$ cat config.mk
export PLATFORM = sky130hd
export DESIGN_NAME = ram_burst_writer
export DESIGN_NICKNAME = d
export VERILOG_FILES = /design/src/rtl/ram_burst_writer.sv
export SDC_FILE = /design/constraint.sdc
export NUM_CORES = 1
export LEC_CHECK = 0
export BUFFER_PORTS_ARGS = -buffer_cell sky130_fd_sc_hd__buf_4
export CAP_MARGIN = 20
export CELL_PAD_IN_SITES_DETAIL_PLACEMENT = 1
export CELL_PAD_IN_SITES_GLOBAL_PLACEMENT = 1
export CORE_ASPECT_RATIO = 0.6
export CORE_MARGIN = 5
export CORE_UTILIZATION = 35
export DETAILED_ROUTE_END_ITERATION = 10
export PLACE_DENSITY = 0.71
export SKIP_LAST_GASP = 1
export SLEW_MARGIN = 10
export SYNTH_ARGS = -nofsm -noshare
export SYNTH_HDL_FRONTEND = slang
export SYNTH_SLANG_ARGS = --single-unit
$ cat constraint.sdc
create_clock -name sys_clk -period 14.7 [get_ports sys_clk]
set_clock_uncertainty 0.2 [all_clocks]
set_input_delay 2.94 -clock sys_clk [delete_from_list [all_inputs] [get_ports sys_clk]]
set_output_delay 2.94 -clock sys_clk [all_outputs]
set_load 0.03 [all_outputs]
$ cat src/rtl/ram_burst_writer.sv
// ram_burst_writer: snapshots a wide source word on start and writes it byte by
// byte into a byte-wide single-port RAM with configurable strobe/gap timing.
// Optional feature: define RAM_BURST_WRITER_CHECKSUM_EN to add an 8-bit XOR
// checksum output covering the bytes written in the current burst.
module ram_burst_writer #(
    parameter int NUM_BYTES  = 32,
    parameter int ADDR_W     = 15,
    parameter int WE_CYCLES  = 2,
    parameter int GAP_CYCLES = 1,
    parameter int LEN_W      = 6
) (
    input  logic                   sys_clk,
    input  logic                   sys_rst,
    input  logic                   start,
    input  logic                   abort,
    input  logic [NUM_BYTES*8-1:0] src,
    input  logic [ADDR_W-1:0]      base_addr,
    input  logic [LEN_W-1:0]       len,
    input  logic                   msb_first,
    output logic [7:0]             data,
    output logic [ADDR_W-1:0]      address,
    output logic                   wea,
    output logic                   busy,
    output logic                   done
`ifdef RAM_BURST_WRITER_CHECKSUM_EN
    ,
    output logic [7:0]             checksum
`endif
);

    typedef enum logic [1:0] {IDLE, WRITE, GAP} state_t;

    // The wait counter only needs to reach the longer of the two phases.
    localparam int CNT_MAX = (WE_CYCLES > GAP_CYCLES) ? WE_CYCLES : GAP_CYCLES;
    localparam int CNT_W   = (CNT_MAX > 1) ? $clog2(CNT_MAX) : 1;
    localparam logic [CNT_W-1:0] WE_LAST  = CNT_W'(WE_CYCLES - 1);
    localparam logic [CNT_W-1:0] GAP_LAST = (GAP_CYCLES > 0) ? CNT_W'(GAP_CYCLES - 1) : '0;
    localparam logic [LEN_W-1:0] MAX_LEN  = LEN_W'(NUM_BYTES);

    state_t                 state_q, state_d;
    logic [NUM_BYTES*8-1:0] src_q, src_d;
    logic [LEN_W-1:0]       len_q, len_d;
    logic [LEN_W-1:0]       idx_q, idx_d;
    logic [CNT_W-1:0]       cnt_q, cnt_d;
    logic [7:0]             data_d;
    logic [ADDR_W-1:0]      address_d;
    logic                   wea_d, busy_d, done_d;
    logic [7:0]             sum_q, sum_d;

    logic [NUM_BYTES*8-1:0] src_ordered;
    logic [LEN_W-1:0]       eff_len;
    logic [LEN_W-1:0]       next_idx;
    logic [7:0]             next_byte;
    logic                   last_byte;

    // Reverse byte order so the snapshot is always consumed from byte 0 upward.
    function automatic logic [NUM_BYTES*8-1:0] reverse_bytes(input logic [NUM_BYTES*8-1:0] w);
        logic [NUM_BYTES*8-1:0] r;
        r = '0;
        for (int b = 0; b < NUM_BYTES; b++)
            r[b*8 +: 8] = w[(NUM_BYTES-1-b)*8 +: 8];
        return r;
    endfunction

    // Pick byte i out of the snapshot (mux over all byte lanes).
    function automatic logic [7:0] byte_at(input logic [NUM_BYTES*8-1:0] w,
                                           input logic [LEN_W-1:0] i);
        logic [7:0] r;
        r = '0;
        for (int b = 0; b < NUM_BYTES; b++)
            if (i == LEN_W'(b)) r = w[b*8 +: 8];
        return r;
    endfunction

    // Next-state and next-output logic for the IDLE/WRITE/GAP sequencer.
    always_comb begin
        // NOTE: every signal gets a default first so no path can infer a latch.
        state_d   = state_q;
        src_d     = src_q;
        len_d     = len_q;
        idx_d     = idx_q;
        cnt_d     = cnt_q;
        data_d    = data;
        address_d = address;
        wea_d     = wea;
        busy_d    = busy;
        done_d    = done;
        sum_d     = sum_q;

        src_ordered = msb_first ? reverse_bytes(src) : src;
        eff_len     = (len > MAX_LEN) ? MAX_LEN : len;
        next_idx    = idx_q + LEN_W'(1);
        next_byte   = byte_at(src_q, next_idx);
        last_byte   = (idx_q == len_q - LEN_W'(1));

        case (state_q)
            IDLE: begin
                if (done && !start) begin
                    done_d = 1'b0;
                end else if (start && !done && !abort) begin
                    src_d = src_ordered;
                    len_d = eff_len;
                    idx_d = '0;
                    cnt_d = '0;
                    if (eff_len == '0) begin
                        done_d = 1'b1;
                        sum_d  = '0;
                    end else begin
                        state_d   = WRITE;
                        data_d    = src_ordered[7:0];
                        address_d = base_addr;
                        wea_d     = 1'b1;
                        busy_d    = 1'b1;
                        sum_d     = src_ordered[7:0];
                    end
                end
            end
            WRITE, GAP: begin
                if (abort) begin
                    state_d = IDLE;
                    wea_d   = 1'b0;
                    busy_d  = 1'b0;
                    idx_d   = '0;
                    cnt_d   = '0;
                end else if (state_q == WRITE && cnt_q != WE_LAST) begin
                    cnt_d = cnt_q + CNT_W'(1);
                end else if (state_q == GAP && cnt_q != GAP_LAST) begin
                    cnt_d = cnt_q + CNT_W'(1);
                end else if (state_q == WRITE && GAP_CYCLES > 0) begin
                    cnt_d   = '0;
                    wea_d   = 1'b0;
                    state_d = GAP;
                end else if (last_byte) begin
                    cnt_d   = '0;
                    idx_d   = '0;
                    wea_d   = 1'b0;
                    busy_d  = 1'b0;
                    done_d  = 1'b1;
                    state_d = IDLE;
                end else begin
                    cnt_d     = '0;
                    idx_d     = next_idx;
                    data_d    = next_byte;
                    address_d = address + ADDR_W'(1);
                    wea_d     = 1'b1;
                    sum_d     = sum_q ^ next_byte;
                    state_d   = WRITE;
                end
            end
            default: begin
                state_d = IDLE;
                wea_d   = 1'b0;
                busy_d  = 1'b0;
            end
        endcase
    end

    // State, snapshot and output registers; reset kills any burst in flight.
    always_ff @(posedge sys_clk or posedge sys_rst) begin
        if (sys_rst) begin
            state_q <= IDLE;
            src_q   <= '0;
            len_q   <= '0;
            idx_q   <= '0;
            cnt_q   <= '0;
            data    <= '0;
            address <= '0;
            wea     <= 1'b0;
            busy    <= 1'b0;
            done    <= 1'b0;
            sum_q   <= '0;
        end else begin
            // NOTE: non-blocking assignments so every register samples pre-edge values.
            state_q <= state_d;
            src_q   <= src_d;
            len_q   <= len_d;
            idx_q   <= idx_d;
            cnt_q   <= cnt_d;
            data    <= data_d;
            address <= address_d;
            wea     <= wea_d;
            busy    <= busy_d;
            done    <= done_d;
            sum_q   <= sum_d;
        end
    end

`ifdef RAM_BURST_WRITER_CHECKSUM_EN
    assign checksum = sum_q;
`else
    // Without the checksum port the running XOR has no observer and is trimmed.
    logic unused_sum;
    assign unused_sum = ^sum_q;
`endif

endmodule

==> results.sh, run 1 <==
export IMPL_cts_tree="built"
export IMPL_cts_buffers=35
export IMPL_power_density_mw_per_mm2=191
export IMPL_hold_slack_ps=283
export IMPL_critical_path_most_common_cell="buf_4"
export IMPL_power_share_switching=0.447
export IMPL_mappedNetlistNets=2329
export IMPL_start_util=0.352
export IMPL_syn_mean_instance_area_um2=8.76
export IMPL_grt_ovfl_total=0
export IMPL_finalSetupViolCount=0
export IMPL_grt_usage=0.265
export IMPL_first_pass_iters=7
export IMPL_antenna_found_initial=1
export IMPL_slew_violations=0
export IMPL_cts_setup_buffers=0
export IMPL_core_mm2=0.0507
export IMPL_worst_path_buf_inv=4
export IMPL_tightest_slew_ps=1190
export IMPL_vias=17264
export IMPL_grt_pass1_vias=17492
export IMPL_drc=0
export IMPL_drtIter0Drc=1591
export IMPL_yosysSeqAreaShare=0.415
export IMPL_synthFlopType="dfrtp_1"
export IMPL_routed_wl_mm=76.3
export IMPL_synth_area_leaders="dfrtp_1 (42%), mux2i_1 (15%), o21ai_0 (9.6%)"
export IMPL_critPathCaptureType="flip-flop"
export IMPL_fin_crit_ps=5450
export IMPL_cts_root_buf="clkbuf_16"
export IMPL_cts_sinks=296
export IMPL_clk_latency_ps=540
export IMPL_grt_max_degree=293
export IMPL_multiInputGateArea_mm2=0.00965
export IMPL_ys_async_sr_fraction=1.00
export IMPL_yosys_warnings=0
export IMPL_p_leak_uw=0.0102
export IMPL_cts_resized=0
export IMPL_area_growth_pct=22.2
export IMPL_finalHoldViolCount=0
export IMPL_htree_levels=2
export IMPL_crit_arrival_ps=5590
export IMPL_fin_util=0.430
export IMPL_outcome="completed"
export IMPL_cts_buffer_depth=3
export IMPL_r2r_slack_ps=9320
export IMPL_syn_area_mm2=0.0178
export IMPL_synth_top_cell_by_area="dfrtp_1"
export IMPL_die_width_um=301
export IMPL_p_clk_frac=0.218
export IMPL_wl_per_cell_um=25.8
export IMPL_pin_count=308
export IMPL_synth_edf_count=0
export IMPL_post_route_period_util=0.371
export IMPL_crit_fanout=63
export IMPL_port_buffers=307
export IMPL_finish_net_count=2541
export IMPL_required_ps=14850
export IMPL_pwr_share_comb=0.407
export IMPL_num_rows=64
export IMPL_hold_class="flip-flop to flip-flop"
export IMPL_p_seq_frac=0.375
export IMPL_crit_family="buffers and inverters"
export IMPL_setup_tns_ps=0
export IMPL_max_clock_freq_mhz=184
export IMPL_seq_area_mm2=0.00741
export IMPL_worst_setup_path_type="primary input to flip-flop"
export IMPL_drive_gt1_frac=0.189
export IMPL_cp_start_kind="primary input"
export IMPL_dp_hpwl_mm=57.4
export IMPL_slowest_stage="buf_4"
export IMPL_grt_pass1_wl_mm=112
export IMPL_die_area_mm2=0.0557
export IMPL_maxCapViolCount=0
export IMPL_critPathMaxStageDelay_ps=850
export IMPL_globalplace_congestion=0.958
export IMPL_synth_cell_types=83
export IMPL_p_sw_uw=1850
export IMPL_drtAntennaViolNets=0
export IMPL_cts_hold_fix_buffers=0
export IMPL_grt_setup_unrepaired="no"
export IMPL_post_drt_via_cell_ratio=5.82
export IMPL_cts_clk_slew_worst_paths_ps=60
export IMPL_p_int_uw=2300
export IMPL_syn_inst=2036
export IMPL_slew_headroom=0.205
export IMPL_nFillCells=5946
export IMPL_synth_top_area_frac=0.415
export IMPL_vdd_ir_drop_max_uv=123
export IMPL_path_cells="buf_8 -> buf_4 -> buf_4 -> buf_16 -> mux2i_1 -> o21ai_0"
export IMPL_ys_ff_latch=296
export IMPL_die_h_um=185
## power by group through the flow
stage | clock, µW | combinational (µW) | sequential (µW)
4_1_cts | 922 | 1660 | 1540
2_1_floorplan | 0 | 1020 | 1430
5_1_grt | 960 | 1850 | 1580
6_report | 906 | 1690 | 1560
3_5_place_dp | 0 | 1650 | 1550
3_3_place_gp | 0 | 1590 | 1540
## placed cells by master, fill, tap and decap left out, types with 18 or more instances in the layout
master	count
a22oi_1	18
o21ai_0	342
and3_1	19
dfrtp_1	296
nand3_1	38
buf_4	331
nand2b_1	18
mux2i_1	261
a21oi_1	91
o211ai_1	22
o22ai_1	36
nor2_1	69
inv_1	22
nand2_1	363
nor3_1	19
clkbuf_16	37
## flip-flops by register name (all words and copies together) (netlist names)
signal / count
cnt_q: 1
len_q: 6
src_q: 256
state_q: 2
done: 1
address: 15
idx_q: 6
busy: 1
data: 8
## cells in the mapped netlist (all sizes together) (4+ instances only)
| cell type | n |
|---|---|
| a2111oi | 9 |
| a211o | 6 |
| a211oi | 17 |
| a21oi | 91 |
| a221o | 4 |
| a221oi | 6 |
| a22oi | 21 |
| a2bb2oi | 8 |
| a31oi | 14 |
| a32oi | 5 |
| and2 | 9 |
| and3 | 19 |
| buf | 45 |
| clkbuf | 117 |
| dfrtp | 296 |
| ha | 11 |
| inv | 24 |
| mux2i | 264 |
| nand2 | 364 |
| nand2b | 19 |
| nand3 | 38 |
| nand3b | 11 |
| nand4 | 7 |
| nor2 | 69 |
| nor2b | 10 |
| nor3 | 20 |
| nor4 | 9 |
| o2111ai | 5 |
| o211ai | 24 |
| o21a | 12 |
| o21ai | 350 |
| o221ai | 9 |
| o22a | 5 |
| o22ai | 36 |
| o311ai | 4 |
| o31ai | 9 |
| o32ai | 5 |
| or3 | 6 |
| xor2 | 5 |
## per-layer routing
| metal | GRT usage | wire, µm | vias up |
|---|---|---|---|
| met5 | 0 | 8 | - |
| met4 | 0.0392 | 994 | 2 |
| met3 | 0.0935 | 8360 | 87 |
| met2 | 0.381 | 31300 | 673 |
| met1 | 0.394 | 35600 | 8685 |
| li1 | - | - | 7817 |
## tightest hold or removal path: cells and delay by family (launching register included)
family             cells  cell delay (ps)
DFF                    1              340
AOI/OAI and AO/OA      1               60
and+or+nand+nor        1               50
## stage by stage
stage | power [µW] | std cells | instance area, µm² | setup WS (ps)
6_report | 4150 | 2964 | 21800 | 9250
3_3_place_gp | 3130 | 2901 | 20600 | 8670
3_5_place_dp | 3190 | 2902 | 20600 | 8540
5_1_grt | 4390 | 2963 | 21800 | 9130
4_1_cts | 4120 | 2961 | 21700 | 9060
2_1_floorplan | 2440 | 2036 | 17800 | 3380
## area by class of cell
cell class,count,area share
Sequential cell,296,0.340
Inverter,24,0.00448
Clock inverter,9,0.00454
Antenna cell,1,0.000115
Timing Repair Buffer,337,0.119
Clock buffer,50,0.0493
Tap cell,693,0.0398
Multi-Input combinational cell,1554,0.443
## final timing paths
path	start	to	depth (start not counted)
hold / removal	src_q[197]	src_q[197]	2
min in group asynchronous	sys_rst	src_q[47]	2
max in group asynchronous	sys_rst	src_q[148]	3
setup / recovery	msb_first	src_q[74]	6
setup reg to reg	idx_q[0]	data[1]	10
hold reg to reg	src_q[197]	src_q[197]	2
## kinds of logic after synthesis
kind of cell    Yosys count  synth area share
compound gates          676             0.232
simple gates            594             0.146
flops                   296             0.415
mux                     266             0.151
buf+inv                 186            0.0445
fa+ha+maj                11           0.00772
xor+xnor                  7           0.00344
No activity file was read; power rests on OpenSTA's default activity.
==> run 2, diff against run 1 <==
- clock period: 14.7 -> 5.5 ns (I/O delays scaled with it)
==> run 2 against run 1 <==
Clock power grew to 2.5 times the previous value; register-to-register slack worse by 8400 ps; critical path type is now flip-flop to flip-flop; count of clock-buffer cells in the layout is 9 lower; largest cell class unchanged; hold slack better by 3.2 ps; utilization hardly changed; critical path depth is 4 higher; first-iteration DRC count is 11% higher; highest routed layer unchanged.
==> results.sh, run 2 (synthesis results as in run 1) <==
export IMPL_outcome="completed"
export IMPL_drtAntennaViolNets=0
export IMPL_setup_tns_ps=0
export IMPL_cts_buffer_depth=3
export IMPL_p_clk_frac=0.205
export IMPL_cts_resized=0
export IMPL_cts_setup_buffers=0
export IMPL_p_sw_uw=5070
export IMPL_grt_pass1_vias=17348
export IMPL_grt_pass1_wl_mm=116
export IMPL_drc=0
export IMPL_port_buffers=307
export IMPL_required_ps=5750
export IMPL_dp_hpwl_mm=61.9
export IMPL_post_route_period_util=0.841
export IMPL_hold_path_depth=2
export IMPL_num_rows=64
export IMPL_reg2reg_depth=10
export IMPL_final_common_cell="nand2_1"
export IMPL_cts_hold_fix_buffers=0
export IMPL_crit_arrival_ps=4870
export IMPL_antenna_found_initial=5
export IMPL_p_int_uw=6070
export IMPL_worst_setup_path_type="flip-flop to flip-flop"
export IMPL_drtIter0Drc=1772
export IMPL_grt_setup_unrepaired="no"
export IMPL_vdd_ir_drop_max_uv=281
export IMPL_path_cells="inv_1 -> ha_2 -> nor2b_1 -> nand2_1 -> o22ai_1 -> a311oi_1 -> a211oi_1 -> o211ai_1 -> o21ai_0 -> a21oi_1"
export IMPL_finish_net_count=2546
export IMPL_fin_cells=2969
export IMPL_clk_latency_ps=590
export IMPL_wl_per_cell_um=26.8
export IMPL_power_share_switching=0.455
export IMPL_tightest_slew_ps=1100
export IMPL_fin_crit_ps=4620
export IMPL_critPathCaptureType="flip-flop"
export IMPL_vias=17250
export IMPL_post_drt_via_cell_ratio=5.81
export IMPL_fin_util=0.430
export IMPL_layout_common_cells="nand2_1 (363), o21ai_0 (342), buf_4 (339)"
export IMPL_first_pass_iters=5
export IMPL_critPathMaxStageDelay_ps=900
export IMPL_reg_top3="src_q (256), address (15), data (8)"
export IMPL_core_mm2=0.0507
export IMPL_pwr_share_comb=0.407
export IMPL_largest_register_ff_count=256
export IMPL_crit_fanout=35
export IMPL_grt_max_degree=259
export IMPL_globalplace_congestion=1.05
export IMPL_cts_sinks=296
export IMPL_die_h_um=185
export IMPL_cts_buffers=29
export IMPL_area_growth_pct=22.3
export IMPL_grt_usage=0.276
export IMPL_p_leak_uw=0.0102
export IMPL_maxCapViolCount=0
export IMPL_cp_start_kind="flip-flop"
export IMPL_hold_class="flip-flop to flip-flop"
export IMPL_p_seq_frac=0.388
export IMPL_cts_tree="built"
export IMPL_regMostFlops="src_q"
export IMPL_r2r_slack_ps=880
export IMPL_slowest_stage="a211oi_1"
export IMPL_die_area_mm2=0.0557
export IMPL_grt_ovfl_total=0
export IMPL_cts_root_buf="clkbuf_16"
export IMPL_die_width_um=301
export IMPL_start_util=0.352
export IMPL_max_clock_freq_mhz=216
export IMPL_pin_count=308
export IMPL_num_antenna_cells=0
export IMPL_cts_clk_slew_worst_paths_ps=70
export IMPL_drive_gt1_frac=0.192
export IMPL_nFillCells=5905
export IMPL_slew_violations=0
export IMPL_routed_wl_mm=79.6
export IMPL_slew_headroom=0.265
export IMPL_finalSetupViolCount=0
export IMPL_htree_levels=1
export IMPL_place_inst=2915
export IMPL_finalHoldViolCount=0
export IMPL_power_density_mw_per_mm2=511
[run 2: cell type report]
cell class / instances / area, µm² / area share
clock buffers: 41 / 841 / 0.0385
clock inverters: 13 / 228 / 0.0104
inverters: 24 / 93.8 / 0.00430
multi-input cells: 1554 / 9650 / 0.443
flip-flops and latches: 296 / 7410 / 0.340
well taps: 693 / 867 / 0.0398
repair buffers: 348 / 2720 / 0.125
[run 2: power by group through the flow]
| stage | Clock (µW) | Sequential, µW | Combinational, µW |
|---|---|---|---|
| 2_1_floorplan | 0 | 3810 | 2720 |
| 3_3_place_gp | 0 | 4270 | 4290 |
| 3_5_place_dp | 0 | 4300 | 4410 |
| 4_1_cts | 2330 | 4280 | 4450 |
| 5_1_grt | 2410 | 4390 | 4920 |
| 6_report | 2280 | 4320 | 4530 |
[run 2: worst paths after layout]
check / start / to
max: idx_q[1] / data[6]
min: src_q[249] / src_q[249]
max reg2reg: idx_q[1] / data[6]
min reg2reg: src_q[249] / src_q[249]
max in group asynchronous: sys_rst / src_q[122]
min in group asynchronous: sys_rst / len_q[2]
[run 2: critical path, delay by kind of cell (launching register included)]
kind / cells / cell delay, ps
buffers and inverters: 1 / 180
AND/OR/NAND/NOR: 2 / 540
flip-flops: 1 / 550
adder cells (fa/ha/maj): 1 / 740
AO/OA/AOI/OAI: 6 / 2260
[run 2: metal layers]
metal  global-route usage  vias to the layer above  routed length (µm)
met5              0.00595                        -                  67
met4               0.0407                        6                1340
met3                0.103                       96                8570
met2                0.387                      675               31800
met1                0.411                     8628               37700
li1                     -                     7845                   -
[run 2: through the flow]
| stage | instance area (µm²) | total power [µW] | hold slack [ps] | worst slack [ps] |
|---|---|---|---|---|
| global route | 21800 | 11700 | 322 | 778 |
| finish | 21800 | 11100 | 286 | 875 |
| floorplan | 17800 | 6530 | 241 | 269 |
| CTS | 21800 | 11100 | 291 | 1130 |
| detailed placement | 20700 | 8710 | 276 | 1170 |
| global placement | 20700 | 8560 | 265 | 1000 |
